[src/rtl/priority_pkg.sv]
// Shared definitions for the priority encoder/decoder pair.
package priority_pkg;

    localparam int IN_W  = 3;
    localparam int OUT_W = 2 ** IN_W;

    typedef enum logic [1:0] {
        EMPTY = 2'd0,
        ONE   = 2'd1,
        FULL  = 2'd2
    } fifo_state_e;

    // Index to one-hot word; every index value is a legal code.
    function automatic logic [OUT_W-1:0] onehot_decode(input logic [IN_W-1:0] idx);
        logic [OUT_W-1:0] word;
        word      = '0;
        word[idx] = 1'b1;
        return word;
    endfunction

endpackage

[src/rtl/dec_fifo2.sv]
// Two-entry valid/ready FIFO: occupancy state, 1-bit pointers and storage.
module dec_fifo2
    import priority_pkg::*;
#(
    parameter int W = IN_W
) (
    input  logic         clk_i,
    input  logic         rst_ni,
    input  logic         push_i,
    input  logic         pop_i,
    input  logic [W-1:0] data_i,
    output logic         valid_o,
    output logic         full_o,
    output logic [W-1:0] data_o
);

    fifo_state_e  state_q;
    logic         rd_ptr_q;
    logic         wr_ptr_q;
    logic [W-1:0] mem_q [2];
    logic         push;
    logic         pop;

    assign push    = push_i && (state_q != FULL);
    assign pop     = pop_i && (state_q != EMPTY);
    assign valid_o = (state_q != EMPTY);
    assign full_o  = (state_q == FULL);
    assign data_o  = mem_q[rd_ptr_q];

    // Occupancy FSM, pointer wrap and storage write.
    always_ff @(posedge clk_i or negedge rst_ni) begin
        if (!rst_ni) begin
            state_q  <= EMPTY;
            rd_ptr_q <= 1'b0;
            wr_ptr_q <= 1'b0;
            mem_q[0] <= '0;
            mem_q[1] <= '0;
        end else begin
            if (push) begin
                mem_q[wr_ptr_q] <= data_i;
                wr_ptr_q        <= ~wr_ptr_q;
            end
            if (pop) begin
                rd_ptr_q <= ~rd_ptr_q;
            end
            case (state_q)
                EMPTY: if (push) state_q <= ONE;
                ONE: begin
                    if (push && !pop)      state_q <= FULL;
                    else if (pop && !push) state_q <= EMPTY;
                end
                FULL:  if (pop) state_q <= ONE;
                default: state_q <= EMPTY;
            endcase
        end
    end

endmodule

[src/rtl/priority_decoder.sv]
// Registered 3-to-8 decoder with 2-deep input buffering and a sticky delivery mask.
module priority_decoder #(
    parameter int IN_W  = priority_pkg::IN_W,
    parameter int OUT_W = 2 ** IN_W
) (
    input  logic             Clk,
    input  logic             Reset_n,
    input  logic             Enable,
    input  logic [IN_W-1:0]  In,
    input  logic             In_Valid,
    output logic             In_Ready,
    output logic [OUT_W-1:0] Out,
    output logic             Out_Valid,
    input  logic             Out_Ready,
    output logic [OUT_W-1:0] Mask,
    input  logic             Mask_Clear
);
    import priority_pkg::*;

    logic             fifo_full;
    logic             push;
    logic             pop;
    logic [IN_W-1:0]  head;
    logic [OUT_W-1:0] head_onehot;
    logic [OUT_W-1:0] mask_d;
    logic [OUT_W-1:0] mask_q;

    // Ready depends only on Enable and registered occupancy, never on Out_Ready.
    assign In_Ready = Enable && !fifo_full;
    assign push     = In_Valid && In_Ready;
    assign pop      = Out_Valid && Out_Ready;

    dec_fifo2 #(
        .W(IN_W)
    ) u_fifo (
        .clk_i  (Clk),
        .rst_ni (Reset_n),
        .push_i (push),
        .pop_i  (pop),
        .data_i (In),
        .valid_o(Out_Valid),
        .full_o (fifo_full),
        .data_o (head)
    );

    // The package decoder is fixed at the shared width; other widths use a shift.
    if (IN_W == priority_pkg::IN_W) begin : g_pkg_dec
        assign head_onehot = onehot_decode(head);
    end else begin : g_shift_dec
        assign head_onehot = {{(OUT_W-1){1'b0}}, 1'b1} << head;
    end

    assign Out  = Out_Valid ? head_onehot : '0;
    assign Mask = mask_q;

    // Next mask: a clear coinciding with a pop keeps the popped bit.
    always_comb begin
        mask_d = mask_q;
        if (Mask_Clear) begin
            mask_d = pop ? Out : '0;
        end else if (pop) begin
            mask_d = mask_q | Out;
        end
    end

    // Sticky mask register.
    always_ff @(posedge Clk or negedge Reset_n) begin
        if (!Reset_n) begin
            mask_q <= '0;
        end else begin
            mask_q <= mask_d;
        end
    end

endmodule

[config.mk]
export PLATFORM = sky130hd
export DESIGN_NAME = priority_decoder
export DESIGN_NICKNAME = d
export VERILOG_FILES = /design/src/rtl/priority_pkg.sv /design/src/rtl/dec_fifo2.sv /design/src/rtl/priority_decoder.sv
export SDC_FILE = /design/constraint.sdc
export NUM_CORES = 1
export LEC_CHECK = 0
export BUFFER_PORTS_ARGS = -buffer_cell sky130_fd_sc_hd__buf_2
export CORE_MARGIN = 5
export CORE_UTILIZATION = 25
export DETAILED_ROUTE_END_ITERATION = 8
export PLACE_DENSITY = 0.55
export SLEW_MARGIN = 15
export SYNTH_ARGS = -nofsm -noshare
export SYNTH_HDL_FRONTEND = slang
export SYNTH_SLANG_ARGS = --single-unit
[constraint.sdc]
create_clock -name Clk -period 1.7 [get_ports Clk]
set_input_delay 0.34 -clock Clk [delete_from_list [all_inputs] [get_ports Clk]]
set_output_delay 0.34 -clock Clk [all_outputs]
set_load 0.01 [all_outputs]
== Word-level counts from Yosys, hierarchy flattened ==
Cells that the tools add are included.
Word-level totals
  bits in registers: 18
  output and inout port bits: 18
Cells by class
  $lt $le $gt $ge: 5
  eq/ne operators: 6
  mux-type cells: 17
  bitwise gates (word level): 5
  reduce and logical (&&, ||, !) cells: 16
Operators with widths (count)
  two-way mux 8 bit: 4
  two-way mux 3 bit: 4
  logical AND 1 bit: 9
  two-way mux 2 bit: 4
  OR 8 bit: 1
  bitwise mux 6 bit: 1
  case mux 2 bit (3 select lines): 1
  >= comparator 2 bit (second input constant): 2
  less-than comparator 3 x 4 -> 1 bit (second input constant): 1
  != test 2 x 1 -> 1 bit (second input constant): 2
  inverter 1 -> 2 bit: 2
  nonzero test 2 bit: 2
  demux 1 bit (select 3 bit): 1
  demux 3 bit (select 1 bit): 1
  >= comparator 3 x 1 -> 1 bit (second input constant): 1
  zero test 1 bit: 3
  != test 3 x 1 -> 1 bit (second input constant): 1
  AND reduction 3 bit: 1
  equality test 2 x 1 -> 1 bit (second input constant): 1
  equality test 2 bit (second input constant): 1
  zero test 2 bit: 1
  less-than comparator 2 x 1 -> 1 bit (second input constant): 1
  != test 2 bit (second input constant): 1
  inverter 1 bit: 2
  two-way mux 1 bit: 1

== Longest topological paths before layout ==
Gate-level depths: netlist of run 1.
  word-level depth: 12
  mapped depth: 5
  mapped depth without buffers: 5

== Hierarchy ==
From an unflattened synthesis of run 1, not the netlist that was laid out.
Second synthesis, totals
  cells, all modules: 78
  area, all modules: 863.3 µm²
Modules (own cells, without submodules)
  dec_fifo2: times used 1, cells each 35, area each 466.7 µm²
  priority_decoder: times used 1, cells each 43, area each 396.6 µm²

== Worst setup path after synthesis of run 1 ==
No wires, ideal clock.
  path kind: reg-to-output
  start: register u_fifo.rd_ptr_q
  end: output Out[4]
  arrival time: 1.061 ns
  data required time: 1.360 ns
  setup slack: 0.299 ns
  cell stages (with the launch flop): 5
  path buffers: 1
  cell sequence: dfrtp_1 > buf_2 > mux2i_1 > nand2_1 > nor2_1
Between the ends
  word-level cells in the longest chain between the ends: 9
  elaborated cells on any way between the ends: 10
Ends and longest elaborated chain
  start: declaration: line dec_fifo2.sv:18  | logic rd_ptr_q;
  start signal: assignment: line dec_fifo2.sv:44  | rd_ptr_q <= ~rd_ptr_q;
  inverter 1 -> 2 bit (not written as such) *: line dec_fifo2.sv:28  | assign data_o = mem_q[rd_ptr_q];
  two-way mux 3 bit (not written as such) * (3 in series): line dec_fifo2.sv:28
  less-than comparator 3 x 4 -> 1 bit (not written as such) / >= comparator 3 x 1 -> 1 bit (equally long branches): line priority_pkg.sv:17  | word[idx] = 1'b1;
  logical AND 1 bit (not written as such): line priority_pkg.sv:17
  two-way mux 1 bit (not written as such): line priority_pkg.sv:17
  demux 1 bit (select 3 bit) *: line priority_pkg.sv:17
  two-way mux 8 bit *: line priority_decoder.sv:53  | assign Out = Out_Valid ? head_onehot : '0;
  end: declaration: line priority_decoder.sv:12  | output logic [OUT_W-1:0] Out,
Every way passes the cells marked *; elsewhere a longest branch is shown, timed or not. The select of a mux whose other input is x is not followed.

== Final worst setup path of run 1 ==
  start: register u_fifo.rd_ptr_q
  end: output Out[1]
The elaborated chain is that of the path after synthesis.

==> impl_metrics.ini, run 1 <==
[sta]
finalHoldViolCount = 0
maxSlewHeadroom_pct = 72.7
finalWorstSetupSlack_ns = -0.0714
period_minus_slack_ns = 1.77
grt_setup_unrepaired = true
tns_ns = -0.422
fin_skew_ns = 0.00406
tightest_slew_ns = 0.409
finalCritPeriodShare_pct = 104
max_freq_mhz = 565
setup_viol = 8
slew_violations = 0

[route]
wire_per_inst_um = 11.6
routed_via_density = 4.31
vias = 707
wirelength_um = 1910
dr.pass1.iters = 2
drc = 0
ant_nets = 0
drtIter0Drc = 17

[place]
pre_cts_slack_ns = 0.116
place_hpwl_um = 1610
gp_congestion = 0.835
dpl_cell_area_um2 = 1110
port_buffers = 26

[global_route]
grt_max_degree = 19
grt_overflow_total = 0
grt_pass1_vias = 797
antenna_found_initial = 0
grt_pass1_wl_um = 3490
grt_usage_pct = 8.62

[critical_path]
max_stage_delay_ns = 0.50
critPathRequiredTime_ns = 1.36
r2r-end = u_fifo.state_q[1]
rrSetupSlack_ns = 0.25
reg2reg_depth = 5
worst-setup-path-type = register to output pin
path_cells = mux2_2 -> nand2_1 -> nor2_1 -> buf_2
critPathArrivalTime_ns = 1.43
crit_path_end_kind = output pin
path_max_fanout = 7
crit_start = u_fifo.rd_ptr_q
startpoint_type = register
cpMaxStageDelayCell = dfrtp_2
r2r-start = u_fifo.state_q[1]
cp-endpoint = Out[1]

[yosys]
syn-num-nets = 97
synth_cell_types = 22
ys_seq_elements = 18
syn_area_um2 = 920
syn_inst = 87
ys_seq_area_share_pct = 49.0
ys_warn_count = 0
syn_area_per_cell_um2 = 10.6

[floorplan]
fp.dieArea_um2 = 4990
die_w_um = 70.7
io_pins = 27
core.rowCount = 22
die_y_um = 70.7
initial_utilization_pct = 25.5
core_um2 = 3610

[layout]
fillers = 387
regArea_um2 = 452
nets = 127
diodes = 0
area_growth_pct = 29.8
final_area_um2 = 1190
drive_above_1_share_pct = 44.8
multi_input_area_um2 = 455
post-route-util_pct = 33.1

[clock_tree]
cts.sinks = 18
root_buffer = clkbuf_8
clk_latency_ns = 0.25
clock_path_buffers = 2
cts_hold_buf = 0
cts_buffers = 3
h-tree-depth = 1
path_clk_slew_ns = 0.07
cts_tree = done

[worst_hold_path]
holdCritPathClass = primary input to async pin

[run]
maxCapViolCount = 0

[power]
p_per_area_nw_per_um2 = 1800
power_mw = 2.14
ir_worst_vdd_mv = 0.363
leakagePower_nw = 0.569

[run_status]
violations = negative setup slack
status = finished, violations left
sequential cells by signal, indices dropped and copies added (netlist names):
name / flops
Mask: 8
u_fifo.rd_ptr_q: 1
u_fifo.mem_q: 6
u_fifo.wr_ptr_q: 1
u_fifo.state_q: 2
placed cells by master, fill, tap and decap left out:
cell and count:
ha_1 1, dfrtp_2 1, nand2b_4 1, xor2_1 2, and2_2 1, mux2i_4 1, inv_1 9, o22ai_1 9
o21a_1 1, dfrtp_1 17, nand3_4 1, mux2_2 5, nand2_2 2, nand2_1 12, buf_2 26, nor2b_4 1
nor2_1 9, clkbuf_8 4, mux2_4 4, or2_2 1, o21ai_0 1, and2_1 1, nor3_4 1, nand3b_1 1
mux2i_2 2, buf_4 1, mux2i_1 1
layout make-up:
| type | instances | area share [%] |
|---|---|---|
| multi-input combinational | 58 | 38.2 |
| sequential | 18 | 37.8 |
| timing repair buffer | 27 | 11.5 |
| tap | 48 | 5.03 |
| clock buffer | 4 | 4.61 |
| inverter | 9 | 2.83 |
how the worst min path moves through the flow:
stage	startpoint	end	slack (ns)
final	Reset_n	Mask[1]	0.01
after global routing	Reset_n	Mask[2]	0.05
after CTS	Reset_n	Mask[1]	0.02
after detailed placement	Reset_n	Mask[1]	0.30
after global placement	Reset_n	Mask[1]	0.29
after floorplan	Reset_n	Mask[0]	0.04
stage by stage:
step                hold WS [ns]  cells
finish                   0.00966    164
global route              0.0480    164
CTS                       0.0212    164
detailed placement         0.296    160
global placement           0.291    160
floorplan                 0.0444     87
logic make-up (layout without fill, tap and decap cells):
kind of cell    after synthesis  after routing  share of synthesized area (%)
compound gates               11             11                           7.48
xor+xnor                      2              2                           1.91
fa+ha+maj                     1              1                           1.36
buf+inv                      11             40                           4.62
flops                        18             18                           49.0
mux                          13             13                           16.6
simple gates                 31             31                           19.0
worst max-delay path, delay by kind of cell, from the launching register on:
kind / cells / cell delay (ns)
DFF: 1 / 0.50
buffers and inverters: 1 / 0.13
muxes: 1 / 0.40
and+or+nand+nor: 2 / 0.15
repair_timing:
| item | in CTS | in global routing |
|---|---|---|
| gates resized for setup | 4 | 4 |
| pin swaps | 4 | 0 |
| setup endpoints to repair | 8 | 8 |
| setup buffers | 0 | 0 |
power by group:
part	switching, mW	internal (mW)
Combinational	0.490	0.509
Sequential	0.204	0.601
Clock	0.134	0.205
routing by layer:
layer	part of all wire (%)	GRT usage [%]
met2	46	15.1
met4	1.5	3.13
met1	41	9.00
met3	11	4.12
met5	0	0
synthesized netlist by cell type:
library cell | instances | area (um2)
dfrtp_1 | 18 | 450
nand2_1 | 14 | 52.6
inv_1 | 9 | 33.8
nor2_1 | 9 | 33.8
o22ai_1 | 9 | 56.3
mux2_2 | 6 | 67.6
mux2i_1 | 4 | 40.0
mux2_4 | 3 | 45.0
xor2_1 | 2 | 17.5
and2_1 | 1 | 6.26
and2_2 | 1 | 7.51
buf_1 | 1 | 3.75
buf_2 | 1 | 5.00
ha_1 | 1 | 12.5
nand2b_4 | 1 | 13.8
nand3_4 | 1 | 17.5
nand3b_1 | 1 | 7.51
nor2b_4 | 1 | 13.8
nor3_4 | 1 | 16.3
o21a_1 | 1 | 7.51
o21ai_0 | 1 | 5.00
or2_2 | 1 | 6.26
(Power assumes the default switching activity.)
==> run 2: changes to the inputs <==
--- a/config.mk
+++ b/config.mk
@@ -9,6 +9,7 @@
 export CORE_MARGIN = 5
 export CORE_UTILIZATION = 25
 export DETAILED_ROUTE_END_ITERATION = 8
+export GPL_TIMING_DRIVEN = 0
 export PLACE_DENSITY = 0.55
 export SLEW_MARGIN = 15
 export SYNTH_ARGS = -nofsm -noshare
==> impl_metrics.ini, run 2 (same netlist as run 1, synthesis figures left out) <==
[layout]
diodes = 0
drive_above_1_share_pct = 51.2
nets = 132
layout_commonest_cell = buf_2
area_growth_pct = 40.1
multi_input_area_um2 = 508
layout_common_cells = 25 x buf_2, 18 x dfrtp_1, 9 x inv_1, 9 x o22ai_1, 8 x nand2_1
largest_register_ffs = 8
fillers = 365
regArea_um2 = 450

[route]
vias = 742
dr.pass1.iters = 3
routed_via_density = 4.39
wire_per_inst_um = 12.0
drc = 0
ant_nets = 0
drtIter0Drc = 50
wirelength_um = 2040

[critical_path]
r2r-end = u_fifo.state_q[1]
path_max_fanout = 7
rrSetupSlack_ns = 0.25
critPathRequiredTime_ns = 1.36
critPathArrivalTime_ns = 1.38
reg2reg_depth = 5
r2r-start = u_fifo.state_q[1]
startpoint_type = register
worst-setup-path-type = register to output pin
crit_path_end_kind = output pin

[clock_tree]
root_buffer = clkbuf_8
cts_tree = done
cts.sinks = 18
clk_latency_ns = 0.25
clock_path_buffers = 2
cts_buffers = 3
cts_hold_buf = 0
path_clk_slew_ns = 0.07
h-tree-depth = 1

[worst_hold_path]
holdCritPathClass = primary input to async pin

[global_route]
grt_overflow_total = 0
grt_pass1_vias = 722
grt_pass1_wl_um = 3420
antenna_found_initial = 0
grt_max_degree = 19
grt_usage_pct = 8.39

[sta]
fin_skew_ns = 0.00118
slew_violations = 0
setup_viol = 8
grt_setup_unrepaired = true
period_minus_slack_ns = 1.72
finalHoldViolCount = 0
tns_ns = -0.118
tightest_slew_ns = 0.390
maxSlewHeadroom_pct = 74.0
finalCritPeriodShare_pct = 101
finalWorstSetupSlack_ns = -0.0220
max_freq_mhz = 581

[place]
gp_congestion = 0.843
port_buffers = 25
pre_cts_slack_ns = 0.109
place_hpwl_um = 1570

[power]
ir_worst_vdd_mv = 0.463
power_mw = 2.49
leakagePower_nw = 0.616
p_per_area_nw_per_um2 = 1930

[floorplan]
die_y_um = 70.7
io_pins = 27
core.rowCount = 22
fp.dieArea_um2 = 4990
core_um2 = 3610
initial_utilization_pct = 25.5
die_w_um = 70.7

[run]
maxCapViolCount = 0

[run_status]
status = finished, violations left
violations = negative setup slack
run 2: cell count changes in the layout (fill, tap and decap cells not counted), moves of 2 or more:
cell     change
mux2_4       +2
mux2i_2      -2
mux2i_4      +2
nand2_4      +2
nor2_2       +3
nor2_1       -3
buf_4        +4
mux2_2       -2
nand2_2      +2
nand2_1      -4
run 2: routing by layer:
metal | global-route usage (%) | up-vias | wire length [um]
li1 | - | 355 | -
met1 | 10.8 | 363 | 860
met2 | 13.4 | 22 | 981
met3 | 3.27 | 2 | 185
met4 | 1.88 | 0 | 9
met5 | 0 | - | 0
run 2: how the worst max path moves through the flow:
stage / startpoint / endpoint / slack, ns / cells past startpoint
final: u_fifo.rd_ptr_q / Out[6] / -0.02 / 5
after floorplan: u_fifo.rd_ptr_q / Out[4] / 0.30 / 4
after global placement: u_fifo.rd_ptr_q / Out[4] / 0.14 / 5
after detailed placement: u_fifo.rd_ptr_q / Out[4] / 0.11 / 5
after CTS: u_fifo.rd_ptr_q / Out[0] / -0.01 / 5
after global routing: u_fifo.rd_ptr_q / Out[4] / -0.12 / 5
run 2: layout make-up:
cell class	count	area share [%]
well taps	48	4.66
flip-flops and latches	18	35.0
multi-input cells	58	39.4
repair buffers	30	12.6
clock buffers	4	4.27
plain buffers	2	1.46
inverters	9	2.62
run 2: where the power goes:
group / internal (mW) / leakage (nW) / switching (mW) / total, mW
Clock: 0.205 / 0.0288 / 0.136 / 0.341
Sequential: 0.599 / 0.230 / 0.186 / 0.784
Combinational: 0.710 / 0.357 / 0.651 / 1.36
run 2: timing repair:
action / CTS / global route
cloned: 0 / 0
hold endpoints to repair: 0 / 0
pin swaps: 8 / 9
endpoints found under the setup margin: 8 / 8
buffers inserted: 3 / 2
gates resized for setup: 14 / 9
run 2: worst max-delay path, cell delays in order (launching register included):
cell     delay (ns)
dfrtp_1        0.38
buf_8          0.15
mux2_4         0.33
nand2_4        0.09
nor2_1         0.05
buf_2          0.13
run 2: stage by stage:
step	std cells	utilization, %	hold WS (ns)	instance area [um2]
floorplan	87	-	0.0444	920
global placement	160	30.6	0.286	1100
detailed placement	160	30.6	0.296	1100
CTS	167	34.6	0.0261	1250
global route	169	35.7	0.0440	1290
finish	169	35.7	0.00524	1290
